[src/rtl/mac_table_scheduler_pkg.sv]
// Shared types and constants for the MAC table scheduler.
//   state_t    : scheduler FSM states
//   request_t  : captured request payload (learn flag, MAC, port)
//   is_group_mac() : multicast/broadcast test on the I/G bit
package mac_table_pkg;

    localparam int unsigned CAM_TABLE_DEPTH = 16;
    localparam int unsigned MAC_WIDTH       = 48;
    localparam int unsigned MULTICAST_BIT   = 40;
    localparam int unsigned PORT_WIDTH      = 4;

    typedef enum logic [2:0] {
        S_IDLE,
        S_WRITE,
        S_LOOKUP_ISSUE,
        S_LOOKUP_WAIT,
        S_LOOKUP_COMPARE,
        S_RESPOND
    } state_t;

    typedef struct packed {
        logic                  write;
        logic [MAC_WIDTH-1:0]  mac;
        logic [PORT_WIDTH-1:0] port;
    } request_t;

    // Group (multicast/broadcast) addresses are never learned destinations.
    function automatic logic is_group_mac(input logic [MAC_WIDTH-1:0] mac);
        return mac[MULTICAST_BIT];
    endfunction

endpackage

[src/rtl/mac_table_scheduler_if.sv]
// Request/response and CAM-table bus of the MAC table scheduler.
//   slave  : scheduler side (takes requests, drives responses and table ports)
//   master : requester/table side
interface mac_table_scheduler_if #(
    parameter int unsigned NUMBER_OF_REQUESTERS = 2
) ();

    logic [NUMBER_OF_REQUESTERS-1:0]                              request_valid;
    logic [NUMBER_OF_REQUESTERS-1:0]                              request_write;
    logic [NUMBER_OF_REQUESTERS-1:0][mac_table_pkg::MAC_WIDTH-1:0] request_mac;
    logic [NUMBER_OF_REQUESTERS-1:0][mac_table_pkg::PORT_WIDTH-1:0] request_port;
    logic [NUMBER_OF_REQUESTERS-1:0]                              request_ready;
    logic [NUMBER_OF_REQUESTERS-1:0]                              response_valid;
    logic                                                         response_hit;
    logic [mac_table_pkg::PORT_WIDTH-1:0]                         response_port;
    logic [mac_table_pkg::PORT_WIDTH-1:0]                         cam_table_read_address;
    logic [mac_table_pkg::MAC_WIDTH-1:0]                          cam_table_read_data;
    logic [mac_table_pkg::PORT_WIDTH-1:0]                         cam_table_write_address;
    logic [mac_table_pkg::MAC_WIDTH-1:0]                          cam_table_write_data;
    logic                                                         cam_table_write_data_valid;

    modport slave (
        input  request_valid, request_write, request_mac, request_port,
        output request_ready, response_valid, response_hit, response_port,
        output cam_table_read_address,
        input  cam_table_read_data,
        output cam_table_write_address, cam_table_write_data, cam_table_write_data_valid
    );

    modport master (
        output request_valid, request_write, request_mac, request_port,
        input  request_ready, response_valid, response_hit, response_port,
        input  cam_table_read_address,
        output cam_table_read_data,
        input  cam_table_write_address, cam_table_write_data, cam_table_write_data_valid
    );

endinterface

[src/rtl/mac_table_scheduler_round_robin_arbiter.sv]
// Round-robin arbiter: grants the first requester after the last one granted.
//   clock, reset : rising-edge clock, synchronous active-high reset
//   request      : request vector
//   update       : grant taken this cycle; advance the pointer to index_c
//   grant_c      : one-hot grant (combinational)
//   index_c      : binary index of grant_c (combinational)
module round_robin_arbiter #(
    parameter  int unsigned N  = 2,
    localparam int unsigned IW = (N > 1) ? $clog2(N) : 1
) (
    input  logic          clock,
    input  logic          reset,
    input  logic [N-1:0]  request,
    input  logic          update,
    output logic [N-1:0]  grant_c,
    output logic [IW-1:0] index_c
);

    logic [IW-1:0] last_q, last_d;

    // Search starts one past the last grant so every requester gets a turn.
    always_comb begin
        logic          found;
        int unsigned   cand;
        logic [IW-1:0] cand_idx;
        grant_c  = '0;
        index_c  = '0;
        found    = 1'b0;
        cand     = 0;
        cand_idx = '0;
        for (int unsigned i = 1; i <= N; i++) begin
            cand     = (32'(last_q) + i) % N;
            cand_idx = IW'(cand);
            if (!found && request[cand_idx]) begin
                found             = 1'b1;
                grant_c[cand_idx] = 1'b1;
                index_c           = cand_idx;
            end
        end
    end

    always_comb begin
        last_d = last_q;
        if (update) begin
            last_d = index_c;
        end
    end

    // Reset to the last requester so requester 0 wins the first arbitration.
    always_ff @(posedge clock) begin
        if (reset) begin
            last_q <= IW'(N - 1);
        end else begin
            last_q <= last_d;
        end
    end

endmodule

[src/rtl/mac_table_scheduler.sv]
// Arbitrates learn/lookup requests onto the shared 16-entry MAC CAM table.
//   clock, reset : rising-edge clock, synchronous active-high reset
//   bus          : requests/responses and CAM read/write ports (slave side)
//   aging_tick   : aging strobe (only used when MAC_TABLE_AGING_EN is defined)
//   table_busy   : an operation is in progress
// Build option MAC_TABLE_AGING_EN adds per-entry age counters that expire
// entries after AGE_LIMIT ticks; without it valid bits clear only on reset.
module mac_table_scheduler
    import mac_table_pkg::*;
#(
    parameter int unsigned NUMBER_OF_RMII_PORTS = 2,
    parameter int unsigned NUMBER_OF_REQUESTERS = 2,
    parameter int unsigned AGE_LIMIT            = 15
) (
    input  logic                 clock,
    input  logic                 reset,
    mac_table_scheduler_if.slave bus,
    input  logic                 aging_tick,
    output logic                 table_busy
);

    localparam int unsigned R  = NUMBER_OF_REQUESTERS;
    localparam int unsigned IW = (R > 1) ? $clog2(R) : 1;
    localparam logic [PORT_WIDTH-1:0] LAST_ENTRY = PORT_WIDTH'(NUMBER_OF_RMII_PORTS - 1);

    state_t                     state_q, state_d;
    request_t                   req_q, req_d;
    logic [IW-1:0]              idx_q, idx_d;
    logic [PORT_WIDTH-1:0]      addr_q, addr_d;
    logic                       hit_q, hit_d;
    logic [PORT_WIDTH-1:0]      port_q, port_d;
    logic [PORT_WIDTH-1:0]      wr_addr_q, wr_addr_d;
    logic [MAC_WIDTH-1:0]       wr_data_q, wr_data_d;
    logic                       wr_valid_q, wr_valid_d;
    logic [R-1:0]               ready_q, ready_d;
    logic [R-1:0]               resp_valid_q, resp_valid_d;
    logic                       busy_q, busy_d;
    logic [CAM_TABLE_DEPTH-1:0] valid_q, valid_d;

    logic [R-1:0]  grant_c;
    logic [IW-1:0] arb_idx_c;
    logic          accept_c;
    logic          learn_c;
    logic          match_c;

    function automatic logic port_in_range(input logic [PORT_WIDTH-1:0] p);
        return 32'(p) < NUMBER_OF_RMII_PORTS;
    endfunction

    round_robin_arbiter #(.N(R)) u_arb (
        .clock   (clock),
        .reset   (reset),
        .request (bus.request_valid),
        .update  (accept_c),
        .grant_c (grant_c),
        .index_c (arb_idx_c)
    );

    assign accept_c = (state_q == S_IDLE) && (|bus.request_valid);
    assign learn_c  = (state_q == S_WRITE) && req_q.write && port_in_range(req_q.port);
    assign match_c  = (bus.cam_table_read_data == req_q.mac) && valid_q[addr_q];

    // Next state and next registered outputs; outputs are computed from the
    // next state so they line up with the state they belong to.
    always_comb begin
        state_d      = state_q;
        req_d        = req_q;
        idx_d        = idx_q;
        addr_d       = addr_q;
        hit_d        = hit_q;
        port_d       = port_q;
        wr_addr_d    = wr_addr_q;
        wr_data_d    = wr_data_q;
        wr_valid_d   = 1'b0;
        ready_d      = '0;
        resp_valid_d = '0;
        busy_d       = 1'b0;

        unique case (state_q)
            S_IDLE: begin
                if (accept_c) begin
                    ready_d    = grant_c;
                    idx_d      = arb_idx_c;
                    req_d.write = bus.request_write[arb_idx_c];
                    req_d.mac   = bus.request_mac[arb_idx_c];
                    req_d.port  = bus.request_port[arb_idx_c];
                    if (req_d.write) begin
                        state_d = S_WRITE;
                        if (port_in_range(req_d.port)) begin
                            wr_valid_d = 1'b1;
                            wr_addr_d  = req_d.port;
                            wr_data_d  = req_d.mac;
                        end
                    end else if (is_group_mac(req_d.mac)) begin
                        state_d = S_RESPOND;
                        hit_d   = 1'b0;
                        port_d  = '0;
                    end else begin
                        state_d = S_LOOKUP_ISSUE;
                        addr_d  = '0;
                    end
                end
            end
            S_WRITE: begin
                hit_d   = learn_c;
                port_d  = learn_c ? req_q.port : '0;
                state_d = S_RESPOND;
            end
            S_LOOKUP_ISSUE: begin
                state_d = S_LOOKUP_WAIT;
            end
            S_LOOKUP_WAIT: begin
                state_d = S_LOOKUP_COMPARE;
            end
            S_LOOKUP_COMPARE: begin
                if (match_c) begin
                    hit_d   = 1'b1;
                    port_d  = addr_q;
                    state_d = S_RESPOND;
                end else if (addr_q == LAST_ENTRY) begin
                    hit_d   = 1'b0;
                    port_d  = '0;
                    state_d = S_RESPOND;
                end else begin
                    addr_d  = addr_q + PORT_WIDTH'(1);
                    state_d = S_LOOKUP_ISSUE;
                end
            end
            S_RESPOND: begin
                state_d = S_IDLE;
            end
            default: begin
                state_d = S_IDLE;
            end
        endcase

        busy_d = (state_d != S_IDLE);
        if (state_d == S_RESPOND) begin
            resp_valid_d[idx_d] = 1'b1;
        end
    end

`ifdef MAC_TABLE_AGING_EN
    localparam int unsigned AW = (AGE_LIMIT > 0) ? $clog2(AGE_LIMIT + 1) : 1;

    logic [CAM_TABLE_DEPTH-1:0][AW-1:0] age_q, age_d;

    // Tick ages every live entry; a learn in the same cycle overrides its entry.
    always_comb begin
        valid_d = valid_q;
        age_d   = age_q;
        if (aging_tick) begin
            for (int e = 0; e < CAM_TABLE_DEPTH; e++) begin
                if (valid_q[e]) begin
                    age_d[e] = age_q[e] + AW'(1);
                    if (age_d[e] == AW'(AGE_LIMIT)) begin
                        valid_d[e] = 1'b0;
                    end
                end
            end
        end
        if (learn_c) begin
            valid_d[req_q.port] = 1'b1;
            age_d[req_q.port]   = '0;
        end
    end

    always_ff @(posedge clock) begin
        if (reset) begin
            age_q <= '0;
        end else begin
            age_q <= age_d;
        end
    end
`else
    logic unused_aging_c;
    assign unused_aging_c = aging_tick ^ (AGE_LIMIT != 0);

    always_comb begin
        valid_d = valid_q;
        if (learn_c) begin
            valid_d[req_q.port] = 1'b1;
        end
    end
`endif

    always_ff @(posedge clock) begin
        if (reset) begin
            state_q      <= S_IDLE;
            req_q        <= '0;
            idx_q        <= '0;
            addr_q       <= '0;
            hit_q        <= 1'b0;
            port_q       <= '0;
            wr_addr_q    <= '0;
            wr_data_q    <= '0;
            wr_valid_q   <= 1'b0;
            ready_q      <= '0;
            resp_valid_q <= '0;
            busy_q       <= 1'b0;
            valid_q      <= '0;
        end else begin
            state_q      <= state_d;
            req_q        <= req_d;
            idx_q        <= idx_d;
            addr_q       <= addr_d;
            hit_q        <= hit_d;
            port_q       <= port_d;
            wr_addr_q    <= wr_addr_d;
            wr_data_q    <= wr_data_d;
            wr_valid_q   <= wr_valid_d;
            ready_q      <= ready_d;
            resp_valid_q <= resp_valid_d;
            busy_q       <= busy_d;
            valid_q      <= valid_d;
        end
    end

    assign bus.request_ready              = ready_q;
    assign bus.response_valid             = resp_valid_q;
    assign bus.response_hit               = hit_q;
    assign bus.response_port              = port_q;
    assign bus.cam_table_read_address     = addr_q;
    assign bus.cam_table_write_address    = wr_addr_q;
    assign bus.cam_table_write_data       = wr_data_q;
    assign bus.cam_table_write_data_valid = wr_valid_q;
    assign table_busy                     = busy_q;

endmodule

[src/flat_wrapper.sv]
// flat-port wrapper written by rule: the top's interface ports become plain ports
module mac_table_scheduler_flat import mac_table_pkg::*;
#(
    parameter int unsigned NUMBER_OF_RMII_PORTS = 2,
    parameter int unsigned NUMBER_OF_REQUESTERS = 2,
    parameter int unsigned AGE_LIMIT            = 15
)
  (clock, reset, aging_tick, table_busy, bus_request_valid, bus_request_write, bus_request_mac, bus_request_port, bus_request_ready, bus_response_valid, bus_response_hit, bus_response_port, bus_cam_table_read_address, bus_cam_table_read_data, bus_cam_table_write_address, bus_cam_table_write_data, bus_cam_table_write_data_valid);
  mac_table_scheduler_if #(.NUMBER_OF_REQUESTERS(NUMBER_OF_REQUESTERS)) bus_i ();
  input  logic clock;
  input  logic reset;
  input  logic aging_tick;
  output logic table_busy;
  input wire logic [$bits(bus_i.request_valid)-1:0] bus_request_valid;
  input wire logic [$bits(bus_i.request_write)-1:0] bus_request_write;
  input wire logic [$bits(bus_i.request_mac)-1:0] bus_request_mac;
  input wire logic [$bits(bus_i.request_port)-1:0] bus_request_port;
  output wire logic [$bits(bus_i.request_ready)-1:0] bus_request_ready;
  output wire logic [$bits(bus_i.response_valid)-1:0] bus_response_valid;
  output wire logic [$bits(bus_i.response_hit)-1:0] bus_response_hit;
  output wire logic [$bits(bus_i.response_port)-1:0] bus_response_port;
  output wire logic [$bits(bus_i.cam_table_read_address)-1:0] bus_cam_table_read_address;
  input wire logic [$bits(bus_i.cam_table_read_data)-1:0] bus_cam_table_read_data;
  output wire logic [$bits(bus_i.cam_table_write_address)-1:0] bus_cam_table_write_address;
  output wire logic [$bits(bus_i.cam_table_write_data)-1:0] bus_cam_table_write_data;
  output wire logic [$bits(bus_i.cam_table_write_data_valid)-1:0] bus_cam_table_write_data_valid;
  assign bus_i.request_valid = bus_request_valid;
  assign bus_i.request_write = bus_request_write;
  assign bus_i.request_mac = bus_request_mac;
  assign bus_i.request_port = bus_request_port;
  assign bus_request_ready = bus_i.request_ready;
  assign bus_response_valid = bus_i.response_valid;
  assign bus_response_hit = bus_i.response_hit;
  assign bus_response_port = bus_i.response_port;
  assign bus_cam_table_read_address = bus_i.cam_table_read_address;
  assign bus_i.cam_table_read_data = bus_cam_table_read_data;
  assign bus_cam_table_write_address = bus_i.cam_table_write_address;
  assign bus_cam_table_write_data = bus_i.cam_table_write_data;
  assign bus_cam_table_write_data_valid = bus_i.cam_table_write_data_valid;
  mac_table_scheduler #(.NUMBER_OF_RMII_PORTS(NUMBER_OF_RMII_PORTS), .NUMBER_OF_REQUESTERS(NUMBER_OF_REQUESTERS), .AGE_LIMIT(AGE_LIMIT)) u_core (.clock(clock), .reset(reset), .bus(bus_i), .aging_tick(aging_tick), .table_busy(table_busy));
endmodule
[config.mk]
export PLATFORM = sky130hd
export DESIGN_NAME = mac_table_scheduler_flat
export DESIGN_NICKNAME = d
export VERILOG_FILES = /design/src/rtl/mac_table_scheduler_pkg.sv /design/src/rtl/mac_table_scheduler_if.sv /design/src/rtl/mac_table_scheduler_round_robin_arbiter.sv /design/src/rtl/mac_table_scheduler.sv /design/src/flat_wrapper.sv
export SDC_FILE = /design/constraint.sdc
export NUM_CORES = 1
export LEC_CHECK = 0
export BUFFER_PORTS_ARGS = -buffer_cell sky130_fd_sc_hd__buf_4
export CORE_ASPECT_RATIO = 0.6
export CORE_UTILIZATION = 39
export DETAILED_ROUTE_END_ITERATION = 6
export GPL_ROUTABILITY_DRIVEN = 0
export PLACE_DENSITY = 0.66
export SETUP_SLACK_MARGIN = 0.4
export SYNTH_ARGS = -nofsm -noshare
export SYNTH_HDL_FRONTEND = slang
export SYNTH_HIERARCHICAL = 1
export SYNTH_SLANG_ARGS = --single-unit
[constraint.sdc]
create_clock -name clock -period 2.89 [get_ports clock]
set_input_delay 0.578 -clock clock [delete_from_list [all_inputs] [get_ports clock]]
set_output_delay 0.578 -clock clock [all_outputs]
set_load 0.01 [all_outputs]
### After elaboration in Yosys (flattened, before gate mapping)

Index checks and enable logic that the tools add are counted.

* add/sub/neg operators: 3
* reduce and logical (&&, ||, !) cells: 22
* order comparisons: 12
* bitwise gates (word level): 6
* multiplexer cells: 53
* equality and inequality tests: 14

Operator list (count)
* $mux 48: 2
* $mux 4: 13
* $eq 48x48->1: 1
* $mux 1: 22
* $or 16x16->16: 1
* $mux 3: 5
* $pmux 3 s5: 1
* $pmux 4 s3: 1
* $lt 4x5->1 const B: 2
* $ne 2x2->1 const B: 5
* $logic_and 1x1->1: 9
* $lt 1x2->1 const B: 4
* $lt 4x2->1 const B: 2
* $pmux 4 s2: 1
* $eq 3x2->1 const B: 2
* $eq 3x3->1 const B: 2
* $reduce_and 6->1: 1
* $reduce_bool 3->1: 2
* $reduce_and 5->1: 1
* $add 4x1->4 const B: 1
* $bmux 1 s4: 1
* $demux 1 s4: 1
* $eq 4x1->1 const B: 1
* $ge 4x1->1 const B: 1
* other kinds (18): 28

* output and inout port bits: 67
* logic and storage cells: 126
* bits in registers: 141
* input bits: 159

### Logic depth before layout (Yosys ltp)

* depth in word-level cells: 16
* depth in mapped cells: 10
* gate-level depth less buffers: 8

### By module

Netlist, hierarchy kept.

By module, submodules not included
* mac_table_scheduler: area each 6072.1 um^2, cells each 635, instances 1, sequential area each 2802.7 um^2
* round_robin_arbiter: area each 65.1 um^2, cells each 7, instances 1, sequential area each 20.0 um^2

### Worst setup path after synthesis

OpenSTA, ideal clock, no wires.

* kind: input port to flip-flop
* start point: input port bus_request_valid[1]
* end point: register u_core.wr_addr_q[0], in the netlist u_core/bus.cam_table_write_address[0]
* data arrival time: 2177 ps
* setup time: 86 ps
* cell stages on the path: 10
* setup slack: 627 ps
* data required time: 2804 ps
* path buffers: 3
* cell sequence: a21boi_2 -> buf_2 -> nand2_1 -> nor4_1 -> o21ai_0 -> nor2_1 -> clkbuf_1 -> buf_2 -> nor2_1 -> a211oi_1

* longest elaborated chain between the ends: 10
* elaborated cells on any way between the ends: 17
* those cells by class: order compare: 1; mux: 11; reduce/logical: 5

RTL lines
* start, declared: RTL line flat_wrapper.sv:14 `input wire logic [$bits(bus_i.request_valid)-1:0] bus_request_valid;`
* $mux 1 (not written as such) (2 in series): RTL line mac_table_scheduler_round_robin_arbiter.sv:34 `if (!found && request[cand_idx]) begin`
* $mux 1: RTL line mac_table_scheduler_round_robin_arbiter.sv:34
* $logic_not 1->1: RTL line mac_table_scheduler_round_robin_arbiter.sv:34
* $logic_and 1x1->1: RTL line mac_table_scheduler_round_robin_arbiter.sv:34
* $mux 1: RTL line mac_table_scheduler_round_robin_arbiter.sv:34
* $mux 4 (not written as such) (2 in series): RTL line mac_table_scheduler.sv:86 `req_d.port = bus.request_port[arb_idx_c];`
* $lt 4x2->1: RTL line mac_table_scheduler.sv:47 `return 32'(p) < NUMBER_OF_RMII_PORTS;`
* $reduce_and 4->1 (no source line)
* end signal, assigned: RTL line mac_table_scheduler.sv:209 `wr_addr_q <= wr_addr_d;`
* end, declared: RTL line mac_table_scheduler.sv:32 `logic [PORT_WIDTH-1:0] wr_addr_q, wr_addr_d;`

Parallel ways exist; a longest one is shown, timed or not. The select of a mux whose other input is x is not followed.
A chain may end at the register's enable or synchronous reset.

### Final worst setup path

* start point: register u_core.addr_q[1], in the netlist u_core/bus.cam_table_read_address[1]
* end point: register u_core.busy_q, in the netlist u_core/table_busy

* longest elaborated chain between the ends: 6
* elaborated cells on any way between the ends: 8
* those cells by class: eq/ne: 1; mux: 5; reduce/logical: 2

RTL lines
* start, declared: RTL line mac_table_scheduler.sv:29 `logic [PORT_WIDTH-1:0] addr_q, addr_d;`
* start signal, assigned: RTL line mac_table_scheduler.sv:206 `addr_q <= addr_d;`
* $bmux 1 s4: RTL line mac_table_scheduler.sv:61 `assign match_c = (bus.cam_table_read_data == req_q.mac) && valid_q[addr_q];`
* $mux 1 (not written as such): RTL line mac_table_scheduler.sv:61
* $logic_and 1x1->1: RTL line mac_table_scheduler.sv:61
* $mux 3 *: RTL line mac_table_scheduler.sv:116 `if (match_c) begin`
* $pmux 3 s5 *: RTL line mac_table_scheduler.sv:79 `unique case (state_q)`
* $reduce_bool 3->1 *: RTL line mac_table_scheduler.sv:137 `busy_d = (state_d != S_IDLE);`
* end signal, assigned: RTL line mac_table_scheduler.sv:214 `busy_q <= busy_d;`
* end, declared: RTL line mac_table_scheduler.sv:37 `logic busy_q, busy_d;`

Every way passes the cells marked *; elsewhere a longest branch is shown, timed or not. The select of a mux whose other input is x is not followed.

==> reports/results.txt <==
Filler cells - 1,375
hold path depth - 2
routed via count - 5,565
die height - 99.2 um
Starting DRT DRC Count - 476
R2R cell count - 8
main combinational cell family by area after synthesis - compound AO/OA/AOI/OAI gates
cell taking the most area after synthesis - dfxtp_1
family with the most delay on the worst path - multiplexers
Final HPWL DP - 13,700 um
Setup crit start kind - flop
Power per Cell Area - 736 mW/mm^2
CTS Buf Count - 17
Min Clock Period, post-route - 2380 ps
worst-path fanout max - 8
CP max stage delay - 600 ps
Via density - 5.21
Crit. End Element - flop
crit-path cells - mux4_1 -> mux2i_1 -> mux2i_1 -> nand4_4 -> nor2_1 -> buf_4 -> o21ba_1 -> or3_1
Final Hold Viols - 0
relative slew slack - 0.566
register area - 0.00283 mm^2
Worst Path Buf+Inv - 1
Ports - 226
CP most frequent cell - mux2i_1
initial core utilization - 0.399
Total Wirelength - 18,300 um
top cells by count, synth - dfxtp_1 (141), nor2_1 (119), a211oi_1 (102)
Yosys Warn Count - 6
Min-Delay Path Class - reg -> reg
ANT nets after route - 0
worst vdd ir - 0.374 mV
slowest CP cell - mux4_1
Mapped Avg Cell Area - 9.56 um^2
area grow syn2layout - 41.0%
status - finished clean
simple-gate portion of the synthesized area - 0.147
multi-input logic area - 0.00309 mm^2
H-tree Lvls - 4
Bufs on Longest Clock Path - 2
PnR worst setup slack - 508 ps
# diodes - 0
Post-synth EDFFs - 0
CTS tree - yes
GRT overflow - 0
Routed WL per cell - 17.1 um
row count - 35
initial antenna violation count - 0
# setup viols final - 0
XOR/XNOR Fraction of Synth Area - 0.0685
DRC viols - 0
final period utilization - 0.824
critical path arrival - 2680 ps
Slew Viols, Final - 0
WP data required - 3180 ps
post-synth cell types - 48
clk_lat worst skew - 410 ps
postcts setup bufs - 0
clock-pin slew on the worst setup and hold paths - 60 ps
top_reg_cell synth - dfxtp_1
post-synthesis compound-gate area fraction - 0.170
RSZ-0062 raised after global routing - true
fmax - 420 MHz
share of cells above drive strength 1 - 0.322
post-layout util - 0.563
first-pass GRT wire length - 27,700 um
gr usage total - 0.224
CTS sink count - 141
post-synth net total - 803
most common cell in the synthesized netlist - dfxtp_1
post-synthesis mux area share - 0.112
core box area - 0.0154 mm^2
Finished Layout Cells - 1,069
Port Buffer Count - 224
die area - 0.0163 mm^2
Layout Skew - 10.8 ps
Leak - 3.53 nW
Async SR Flop Fraction - 0
max_cap viols - 0
Root Driver - clkbuf_16
top-area cell type share of the netlist area - 0.460
sequential share of the synthesized area - 0.460
Chip Width - 164 um
Worst Tran Pin Value - 651 ps
mapped cell area - 0.00614 mm^2
post-route setup TNS - 0 ps
first-pass iteration count of the detailed router - 5
largest net degree at the start of global routing - 64
Mapped Cells - 642
Adder-Cell Fraction of Synth Area - 0.00408
CP Class - reg -> reg
final net count - 1,014
worst slack at placement - 244 ps
vias in the first global route - 5,218
register bit total from synthesis - 141
Cells after DPL - 1,037
Crit path depth - 8
most area-consuming cells after synthesis - dfxtp_1 (46%), a211oi_1 (12%), mux2i_1 (9.5%)
==> state kept, by name, summed over array words and instances, names as in the netlist <==
register	flops
u_core/bus.request_ready	2
u_core/u_arb/last_q	1
u_core/valid_q	16
u_core/state_q	3
u_core/bus.cam_table_write_data	48
u_core/bus.response_valid	2
u_core/bus.cam_table_read_address	4
u_core/idx_q	1
u_core/table_busy	1
u_core/req_q	53
u_core/bus.cam_table_write_data_valid	1
u_core/bus.cam_table_write_address	4
u_core/bus.response_port	4
u_core/bus.response_hit	1
==> cells in the final DEF (no fill, tap or decap), types with 2 or more instances in the layout <==
master,netlist,final
nand2b_1,6,6
nand3_1,3,3
a21oi_1,11,11
nor2_1,119,118
inv_1,7,6
xnor2_1,48,48
a211oi_1,102,102
nor2b_1,15,15
o21ai_0,4,4
mux4_1,4,4
o211ai_1,4,4
nand2_1,12,12
clkinvlp_4,0,4
mux2i_1,58,58
a21boi_0,2,2
inv_6,0,3
dfxtp_2,0,2
bufinv_16,0,4
nand4_1,14,14
nor4_1,5,5
buf_12,0,2
clkbuf_1,30,2
dfxtp_1,141,139
ha_1,2,2
o32ai_1,4,4
nor3_1,3,3
a31oi_1,3,3
clkbuf_16,0,17
buf_4,1,238
nor3b_1,6,6
==> worst paths after layout <==
check / startpoint / endpoint / slack [ps]
hold / removal: u_core/valid_q[1]$_SDFFE_PP0P_ / u_core/valid_q[1]$_SDFFE_PP0P_ / 460
setup reg to reg: u_core/bus.cam_table_read_address[1]$_SDFFE_PP0P_ / u_core/table_busy$_SDFF_PP0_ / 510
setup / recovery: u_core/bus.cam_table_read_address[1]$_SDFFE_PP0P_ / u_core/table_busy$_SDFF_PP0_ / 510
hold reg to reg: u_core/valid_q[1]$_SDFFE_PP0P_ / u_core/valid_q[1]$_SDFFE_PP0P_ / 460
==> logic make-up (layout without fill, tap and decap cells) <==
kind of cell / count (synthesis) / count (layout)
xor+xnor: 48 / 48
mux: 62 / 62
simple gates: 193 / 193
buf+inv: 55 / 279
flops: 141 / 141
compound gates: 141 / 141
fa+ha+maj: 2 / 2
==> through the flow <==
step | hold slack, ps | power [mW] | cell area, um^2
CTS | 459 | 6.40 | 8650
floorplan | 421 | 3.46 | 6140
global route | 470 | 6.67 | 8660
detailed placement | 450 | 4.06 | 8020
finish | 461 | 6.37 | 8660
global placement | 437 | 4.00 | 8020
==> what timing repair did <==
| action | 4_1_cts | 5_1_grt |
|---|---|---|
| setup endpoints to repair | 0 | 6 |
| resized for setup | 0 | 2 |
| hold buffers | 0 | 0 |
| hold endpoints to repair | 0 | 0 |
==> layer usage <==
metal | part of all wire | up-vias | global-route usage
met5 | 0 | - | 0
met4 | 0.010 | 0 | 0.0598
met3 | 0.080 | 19 | 0.0617
met2 | 0.43 | 239 | 0.333
met1 | 0.48 | 2579 | 0.318
li1 | - | 2728 | -
==> tightest hold or removal path, stage by stage (launching register included) <==
cell and delay [ps]:
dfxtp_1 310, inv_1 50, a21oi_1 50
==> power breakdown <==
part,switching [mW],leakage [nW],internal [mW]
Combinational,0.882,2.08,0.711
Sequential,0.218,1.15,2.23
Clock,0.851,0.294,1.48
Total,1.95,3.53,4.42
==> cell type report <==
cell class	instances	share of cell area
multi-input combinational	446	0.357
tap	203	0.0293
inverter	7	0.00318
timing repair buffer	240	0.211
clock buffer	20	0.0516
sequential	141	0.326
clock inverter	12	0.0214
Note: power is estimated with default switching activity, not from simulation.
